## config.mk

```make
export PLATFORM = sky130hd
export DESIGN_NAME = fir_phase_decimator_flat
export DESIGN_NICKNAME = d
export VERILOG_FILES = /design/src/rtl/fir_phase_decimator_pkg.sv /design/src/rtl/fir_phase_decimator_if.sv /design/src/rtl/fir_phase_decimator_counter.sv /design/src/rtl/fir_phase_decimator.sv /design/src/flat_wrapper.sv
export SDC_FILE = /design/constraint.sdc
export NUM_CORES = 1
export LEC_CHECK = 0
export BUFFER_PORTS_ARGS = -buffer_cell sky130_fd_sc_hd__buf_2
export CAP_MARGIN = 20
export CORE_ASPECT_RATIO = 1.5
export CORE_MARGIN = 3
export CORE_UTILIZATION = 54
export DETAILED_ROUTE_END_ITERATION = 7
export PLACE_DENSITY_LB_ADDON = 0.12
export SETUP_SLACK_MARGIN = 0.2
export SLEW_MARGIN = 20
export SYNTH_ARGS = -nofsm -noshare
export SYNTH_HDL_FRONTEND = slang
export SYNTH_HIERARCHICAL = 1
export SYNTH_SLANG_ARGS = --single-unit
```

## constraint.sdc

```tcl
create_clock -name clock -period 3.7 [get_ports clock]
set_input_delay 0.555 -clock clock [delete_from_list [all_inputs] [get_ports clock]]
set_output_delay 0.555 -clock clock [all_outputs]
set_load 0.01 [all_outputs]
```

## src/rtl/fir_phase_decimator_pkg.sv

```systemverilog
// Shared constants for the polyphase FIR chain: default geometry and the
// phase-select width helper used by the TX filter top and the decimator.
package fir_dec_pkg;

  localparam int unsigned DEF_OS  = 4;
  localparam int unsigned DEF_W   = 8;
  localparam int unsigned DEF_NCH = 2;

  function automatic int unsigned phase_w(input int unsigned os);
    return (os > 1) ? $clog2(os) : 1;
  endfunction

endpackage

```

## src/rtl/fir_phase_decimator_if.sv

```systemverilog
// Sample-stream bundle for the symbol-phase decimator: oversampled input side
// and decimated soft/hard output side.
interface fir_phase_decimator_if
  import fir_dec_pkg::*;
#(
  parameter int unsigned NCH = DEF_NCH,
  parameter int unsigned W   = DEF_W,
  parameter int unsigned PW  = phase_w(DEF_OS)
);
  logic               i_valid;
  logic [NCH*W-1:0]   i_data;
  logic [PW-1:0]      i_fase;
  logic               i_sync;
  logic               i_bypass;
  logic [NCH*W-1:0]   o_data;
  logic [NCH-1:0]     o_bit;
  logic               o_valid;
  logic [PW-1:0]      o_phase;
  logic               o_phase_err;

  modport master (
    output i_valid, i_data, i_fase, i_sync, i_bypass,
    input  o_data, o_bit, o_valid, o_phase, o_phase_err
  );

  modport slave (
    input  i_valid, i_data, i_fase, i_sync, i_bypass,
    output o_data, o_bit, o_valid, o_phase, o_phase_err
  );
endinterface

```

## src/rtl/fir_phase_decimator_counter.sv

```systemverilog
// Symbol-position counter with sync alignment and a phase register that only
// reloads on a symbol boundary (or sync), rejecting out-of-range phases.
module os_phase_counter
  import fir_dec_pkg::*;
#(
  parameter int unsigned OS = DEF_OS,
  parameter int unsigned PW = phase_w(OS)
) (
  input  logic          clock,
  input  logic          i_reset_n,
  input  logic          i_enable,
  input  logic          i_accept,
  input  logic          i_sync,
  input  logic [PW-1:0] i_fase,
  output logic [PW-1:0] o_cnt_eff,
  output logic [PW-1:0] o_phase,
  output logic          o_phase_err
);
  localparam logic [PW-1:0] LAST   = PW'(OS - 1);
  localparam logic [PW:0]   OS_EXT = (PW + 1)'(OS);

  logic [PW-1:0] cnt_q;
  logic [PW-1:0] phase_q;
  logic          boundary;
  logic          load;
  logic          fase_ok;

  // Sync re-labels the current sample as position 0; since OS >= 2 it can
  // never also be the boundary, so sync and boundary give a single load.
  always_comb begin
    o_cnt_eff = i_sync ? '0 : cnt_q;
    boundary  = (o_cnt_eff == LAST);
    load      = i_accept && (i_sync || boundary);
    fase_ok   = ({1'b0, i_fase} < OS_EXT);
  end

  always_ff @(posedge clock or negedge i_reset_n) begin
    if (!i_reset_n) begin
      cnt_q       <= '0;
      phase_q     <= '0;
      o_phase_err <= 1'b0;
    end else begin
      o_phase_err <= load && !fase_ok;
      if (i_accept) begin
        cnt_q <= boundary ? '0 : o_cnt_eff + PW'(1);
      end else if (i_enable && i_sync) begin
        cnt_q <= '0;
      end
      if (load && fase_ok) begin
        phase_q <= i_fase;
      end
    end
  end

  assign o_phase = phase_q;
endmodule

```

## src/rtl/fir_phase_decimator.sv

```systemverilog
// Symbol-phase decimator: keeps one sample per symbol at the selected phase
// (or every sample in bypass) and registers soft samples plus sign bits.
module fir_phase_decimator
  import fir_dec_pkg::*;
#(
  parameter int unsigned OS  = DEF_OS,
  parameter int unsigned W   = DEF_W,
  parameter int unsigned NCH = DEF_NCH,
  parameter int unsigned PW  = phase_w(OS)
) (
  input  logic                  clock,
  input  logic                  i_reset_n,
  input  logic                  i_enable,
  fir_phase_decimator_if.slave  bus
);
  logic          accept;
  logic          take;
  logic [PW-1:0] cnt_eff;
  logic [PW-1:0] phase_q;
  logic          phase_err;
  logic [W-1:0]  cap_q [NCH];

  assign accept = i_enable && bus.i_valid;
  assign take   = accept && (bus.i_bypass || (cnt_eff == phase_q));

  os_phase_counter #(
    .OS (OS),
    .PW (PW)
  ) u_counter (
    .clock       (clock),
    .i_reset_n   (i_reset_n),
    .i_enable    (i_enable),
    .i_accept    (accept),
    .i_sync      (bus.i_sync),
    .i_fase      (bus.i_fase),
    .o_cnt_eff   (cnt_eff),
    .o_phase     (phase_q),
    .o_phase_err (phase_err)
  );

  for (genvar k = 0; k < NCH; k++) begin : g_ch
    always_ff @(posedge clock or negedge i_reset_n) begin
      if (!i_reset_n) begin
        cap_q[k] <= '0;
      end else if (take) begin
        cap_q[k] <= bus.i_data[k*W +: W];
      end
    end
  end

  always_ff @(posedge clock or negedge i_reset_n) begin
    if (!i_reset_n) begin
      bus.o_valid <= 1'b0;
    end else begin
      bus.o_valid <= take;
    end
  end

  always_comb begin
    bus.o_data = '0;
    bus.o_bit  = '0;
    for (int unsigned k = 0; k < NCH; k++) begin
      bus.o_data[k*W +: W] = cap_q[k];
      bus.o_bit[k]         = cap_q[k][W-1];
    end
  end

  assign bus.o_phase     = phase_q;
  assign bus.o_phase_err = phase_err;
endmodule

```

## src/flat_wrapper.sv

```systemverilog
// flat-port wrapper written by rule: the top's interface ports become plain ports
module fir_phase_decimator_flat import fir_dec_pkg::*;
#(
  parameter int unsigned OS  = DEF_OS,
  parameter int unsigned W   = DEF_W,
  parameter int unsigned NCH = DEF_NCH,
  parameter int unsigned PW  = phase_w(OS)
)
  (clock, i_reset_n, i_enable, bus_i_valid, bus_i_data, bus_i_fase, bus_i_sync, bus_i_bypass, bus_o_data, bus_o_bit, bus_o_valid, bus_o_phase, bus_o_phase_err);
  fir_phase_decimator_if #(.NCH(NCH), .W(W), .PW(PW)) bus_i ();
  input  logic clock;
  input  logic i_reset_n;
  input  logic i_enable;
  input wire logic [$bits(bus_i.i_valid)-1:0] bus_i_valid;
  input wire logic [$bits(bus_i.i_data)-1:0] bus_i_data;
  input wire logic [$bits(bus_i.i_fase)-1:0] bus_i_fase;
  input wire logic [$bits(bus_i.i_sync)-1:0] bus_i_sync;
  input wire logic [$bits(bus_i.i_bypass)-1:0] bus_i_bypass;
  output wire logic [$bits(bus_i.o_data)-1:0] bus_o_data;
  output wire logic [$bits(bus_i.o_bit)-1:0] bus_o_bit;
  output wire logic [$bits(bus_i.o_valid)-1:0] bus_o_valid;
  output wire logic [$bits(bus_i.o_phase)-1:0] bus_o_phase;
  output wire logic [$bits(bus_i.o_phase_err)-1:0] bus_o_phase_err;
  assign bus_i.i_valid = bus_i_valid;
  assign bus_i.i_data = bus_i_data;
  assign bus_i.i_fase = bus_i_fase;
  assign bus_i.i_sync = bus_i_sync;
  assign bus_i.i_bypass = bus_i_bypass;
  assign bus_o_data = bus_i.o_data;
  assign bus_o_bit = bus_i.o_bit;
  assign bus_o_valid = bus_i.o_valid;
  assign bus_o_phase = bus_i.o_phase;
  assign bus_o_phase_err = bus_i.o_phase_err;
  fir_phase_decimator #(.OS(OS), .W(W), .NCH(NCH), .PW(PW)) u_core (.clock(clock), .i_reset_n(i_reset_n), .i_enable(i_enable), .bus(bus_i));
endmodule
```

; Yosys cells after proc, flatten, opt, wreduce, memory -nomap -nowiden
; Cells that the tools add are included.
; W data, S select, Z words.
[totals]
output_inout_bits = 22
in_bits = 24
regBits = 21
elab_cells = 19
[op_classes]
n_mux = 4
add_sub_neg = 1
eq_ne = 2
n_reduce_logical = 7
[op_table]
columns = cell, count
row1 = $mux W2, 4
row2 = $logic_and A1 B1 Y1, 4
row3 = $add A2 B1 Y2 const B, 1
row4 = $eq A2 B2 Y1, 1
row5 = $eq A2 B2 Y1 const B, 1
row6 = $logic_or A1 B1 Y1, 2
row7 = $reduce_bool A2 Y1, 1

; Depth between registers and ports, before layout
[depth]
ltp_word = 4
mapped_depth = 5
ltp_nobuf = 4

; By module
; The synthesis kept the hierarchy.
[by_module_without_submodules]
columns = mod, cells_each, area_per_inst_um2, seq_area_each_um2, n_inst
row1 = fir_phase_decimator, 134, 1182.4, 425.4, 1
row2 = os_phase_counter, 17, 211.5, 100.1, 1

; Worst setup path before layout
; No wires, ideal clock.
[synth_path]
path_type = in2reg
start = input bus_i_sync
end = register u_core.u_counter.phase_q[0], in the netlist u_core/u_counter/o_phase[0]
path_slack_ps = 2118
cell_stages = 4
path_buffers = 0
t_arrival_ps = 1454
required_time_ps = 3572
setup_ps = 128
path_cell_list = and2b_2 ha_1 o21ai_2 mux2_1
[synth_between]
elab_chain_cells = 4
[synth_rtl]
columns = item, line
row1 = "start, declared", flat_wrapper.sv:17  ; input wire logic [$bits(bus_i.i_sync)-1:0] bus_i_sync;
row2 = $mux W2, fir_phase_decimator_counter.sv:31  ; o_cnt_eff = i_sync ? '0 : cnt_q;
row3 = $eq A2 B2 Y1, fir_phase_decimator_counter.sv:32  ; boundary = (o_cnt_eff == LAST);
row4 = $logic_or A1 B1 Y1 (*), fir_phase_decimator_counter.sv:33  ; load = i_accept && (i_sync || boundary);
row5 = $logic_and A1 B1 Y1 (*), fir_phase_decimator_counter.sv:33
row6 = "end signal, assigned", fir_phase_decimator_counter.sv:50  ; phase_q <= i_fase;
row7 = "end, declared", fir_phase_decimator_counter.sv:23  ; logic [PW-1:0] phase_q;
; Every way passes the cells marked *; elsewhere a longest branch is shown, timed or not.
; A chain may end at the register's enable or synchronous reset.

; Final worst setup path
[layout_path]
start = input bus_i_sync
end = register u_core.bus.o_valid
[layout_between]
elab_chain_cells = 4
[layout_rtl]
columns = item, line
row1 = $mux W2, fir_phase_decimator_counter.sv:31
row2 = via u_core.cnt_eff[1], fir_phase_decimator.sv:18  ; logic [PW-1:0] cnt_eff;
row3 = $eq A2 B2 Y1, fir_phase_decimator.sv:24  ; assign take = accept && (bus.i_bypass || (cnt_eff == phase_q));
row4 = $logic_or A1 B1 Y1, fir_phase_decimator.sv:24
row5 = $logic_and A1 B1 Y1, fir_phase_decimator.sv:24
row6 = via u_core.take, fir_phase_decimator.sv:17  ; logic take;
row7 = "end signal, assigned", fir_phase_decimator.sv:55  ; bus.o_valid <= take;
row8 = "end, declared", fir_phase_decimator_if.sv:28  ; output o_data, o_bit, o_valid, o_phase, o_phase_err
; The timed path passes the listed nets, and every way through them passes these cells.

==> flow_summary.ini <==
[cts]
postCtsSetupBuffers = 0
cts-root-buf = clkbuf_4
clock_latency_ps = 300
h-tree-depth = 1
clock-sinks = 21
clk_path_buf_depth = 2
cts_hold_buffers = 0
cts_tree = built
ctsResizeCount = 0
cts_made_buffers = 3
clk_pin_slew_worst_paths_ps = 120

[run]
cap_violations = 0

[power_and_ir_drop]
pwr_density_cell_nw_per_um2 = 521
ir_drop_mv = 0.436
power.leakage_nw = 0.682

[yosys]
synth-seq-area-share_pct = 37.7
synth_edf_count = 0
synthArstFlopShare_pct = 100
synth_area_leaders = dfrtp_1, and4_1, nand4_1
synth_area_leader_cell = dfrtp_1
syn_nets = 176
ys_ff_latch = 21
netlist_area_um2 = 1390
synth_most_common_cell = dfrtp_1
yosysUniqueCellTypes = 25
synth_top_area_share_pct = 37.7
ys.flop_type = dfrtp_1
ys_warn_count = 6
synth_cells = 151
synthTopCellsByCount = dfrtp_1, a21oi_1
synth_area_per_cell_um2 = 9.23

[cells_and_area]
final_util_pct = 67.1
nFillCells = 204
n_antenna_cell = 0
fin_nets = 211
drive_gt1_share_pct = 31.4
syn2layout_area_growth_pct = 12.7

[grt]
grt_use_total_pct = 22.7
grt_pass1_vias = 1228
grt_pass1_wl_um = 5420
overflow = 0
grt_max_degree = 34
grt_antenna_before_repair = 0

[placed_design]
gp_congestion = 0.858
dpl.hpwl_um = 2230
portBuffers = 44

[sta]
setup_tns_ps = 0
slew_headroom_pct = 45.1
final_max_slew_viol_count = 0
fin_crit_sh_pct = 46.2
fmax_mhz = 585
rsz0062_at_grt = no
worst-slew-pin-transition_ps = 819
setup_viol = 0
fin_skew_ps = 5.00
hold_viol = 0
layout_min_cycle_time_ps = 1710

[critical_path]
crit_chain = buf_2, and2b_2, xnor2_2, a21oi_1, nor2_1
max_stage_delay_ps = 640
critPathLaunchType = input pin
path_class = input pin to flop
critPathTopFamily = XOR/XNOR gates
critPathSlowestCell = xnor2_2
end_kind = flop
critPathArrivalTime_ps = 1940
path_max_fanout = 17
crit_buf_inv = 1
worstPathRequired_ps = 3930

[min_path]
min-delay-path-class = input pin to asynchronous set/reset pin

[floorplanning]
pin_count = 46
design.core.area_um2 = 2340
die_x_um = 47.5
die_height_um = 68.2
dieArea_um2 = 3240
initial_core_util_pct = 59.6
rows = 21

[drt]
num_vias = 1284
via_per_inst = 6.17
remaining_drc_errors = 0
first_iter_violations = 90
final_antenna_net_count = 0
routed_wirelength_um = 3240
route.detailed.wl_per_inst_um = 15.6
dr.pass1.iters = 4

[status]
status = finished clean
[registers in the layout, indices dropped and copies added, names as in the netlist]
name	count
u_core/bus.o_bit	2
u_core/u_counter/cnt_q	2
u_core/u_counter/o_phase	2
u_core/bus.o_valid	1
u_core/bus.o_data	14
[cell usage in the layout (no fill, tap or decap), drive strengths merged, types with 2 or more instances in the layout]
| cell type | count |
|---|---|
| a21bo | 2 |
| a21oi | 17 |
| and2b | 2 |
| and4 | 16 |
| buf | 44 |
| clkbuf | 4 |
| dfrtp | 21 |
| mux2 | 2 |
| nand2 | 2 |
| nand3 | 16 |
| nand4 | 16 |
| nor2b | 16 |
| o21ai | 18 |
| xnor2 | 2 |
| xor2 | 2 |
[layout make-up]
cell class | instances | area (um^2) | area share [%]
multi-input cells | 115 | 764 | 48.7
inverters | 1 | 5.00 | 0.319
flip-flops and latches | 21 | 526 | 33.5
clock buffers | 4 | 26.3 | 1.67
well taps | 23 | 28.8 | 1.83
repair buffers | 44 | 220 | 14.0
[final timing paths]
check / start / cells past startpoint / to / slack, ps
min in group clock: bus_i_fase[0] / 2 / u_core/u_counter/o_phase[0] / 460
max in group asynchronous: i_reset_n / 1 / u_core/bus.o_data[6] / 3180
worst min-delay path: i_reset_n / 1 / u_core/bus.o_data[9] / 190
worst max-delay path: bus_i_sync / 5 / u_core/bus.o_valid / 1990
worst min register to register: u_core/bus.o_data[2] / 2 / u_core/bus.o_data[2] / 530
worst max register to register: u_core/u_counter/cnt_q[1] / 4 / u_core/bus.o_valid / 2000
[logic make-up (layout without fill, tap and decap cells)]
logic type | Yosys count | count (layout) | share of synthesized area, %
AND/OR/NAND/NOR | 69 | 69 | 32.4
AO/OA/AOI/OAI | 37 | 37 | 14.3
flip-flops | 21 | 21 | 37.7
buffers and inverters | 15 | 49 | 7.45
XOR/XNOR | 4 | 4 | 4.67
multiplexers | 3 | 3 | 2.33
adder cells (fa/ha/maj) | 1 | 1 | 0.898
other | 1 | 1 | 0.269
[power breakdown]
group / switching [W] / leakage [nW] / internal (W)
combinational: 0.000206 / 0.429 / 0.000151
clock: 0.0000689 / 0.0150 / 0.0000420
sequential: 0.0000519 / 0.238 / 0.000298
total: 0.000327 / 0.682 / 0.000491
[per-layer routing]
metal	wire [um]	up-vias	global-route usage (%)
met2	1650	55	35.7
met4	23	0	9.69
met5	0	-	0
met3	188	2	3.68
met1	1380	597	29.8
li1	-	630	-
[stage by stage]
| step | std cells | cell area, um^2 | hold slack [ps] | setup slack (ps) | total power, W |
|---|---|---|---|---|---|
| after floorplan | 151 | 1390 | 259 | 2120 | 0.000609 |
| after global placement | 204 | 1540 | 500 | 1710 | 0.000703 |
| after detailed placement | 204 | 1540 | 506 | 1670 | 0.000712 |
| after CTS | 208 | 1570 | 195 | 2020 | 0.000826 |
| after global routing | 208 | 1570 | 188 | 1880 | 0.000891 |
| final | 208 | 1570 | 190 | 1990 | 0.000818 |
Note: power is estimated with default switching activity, not from simulation.
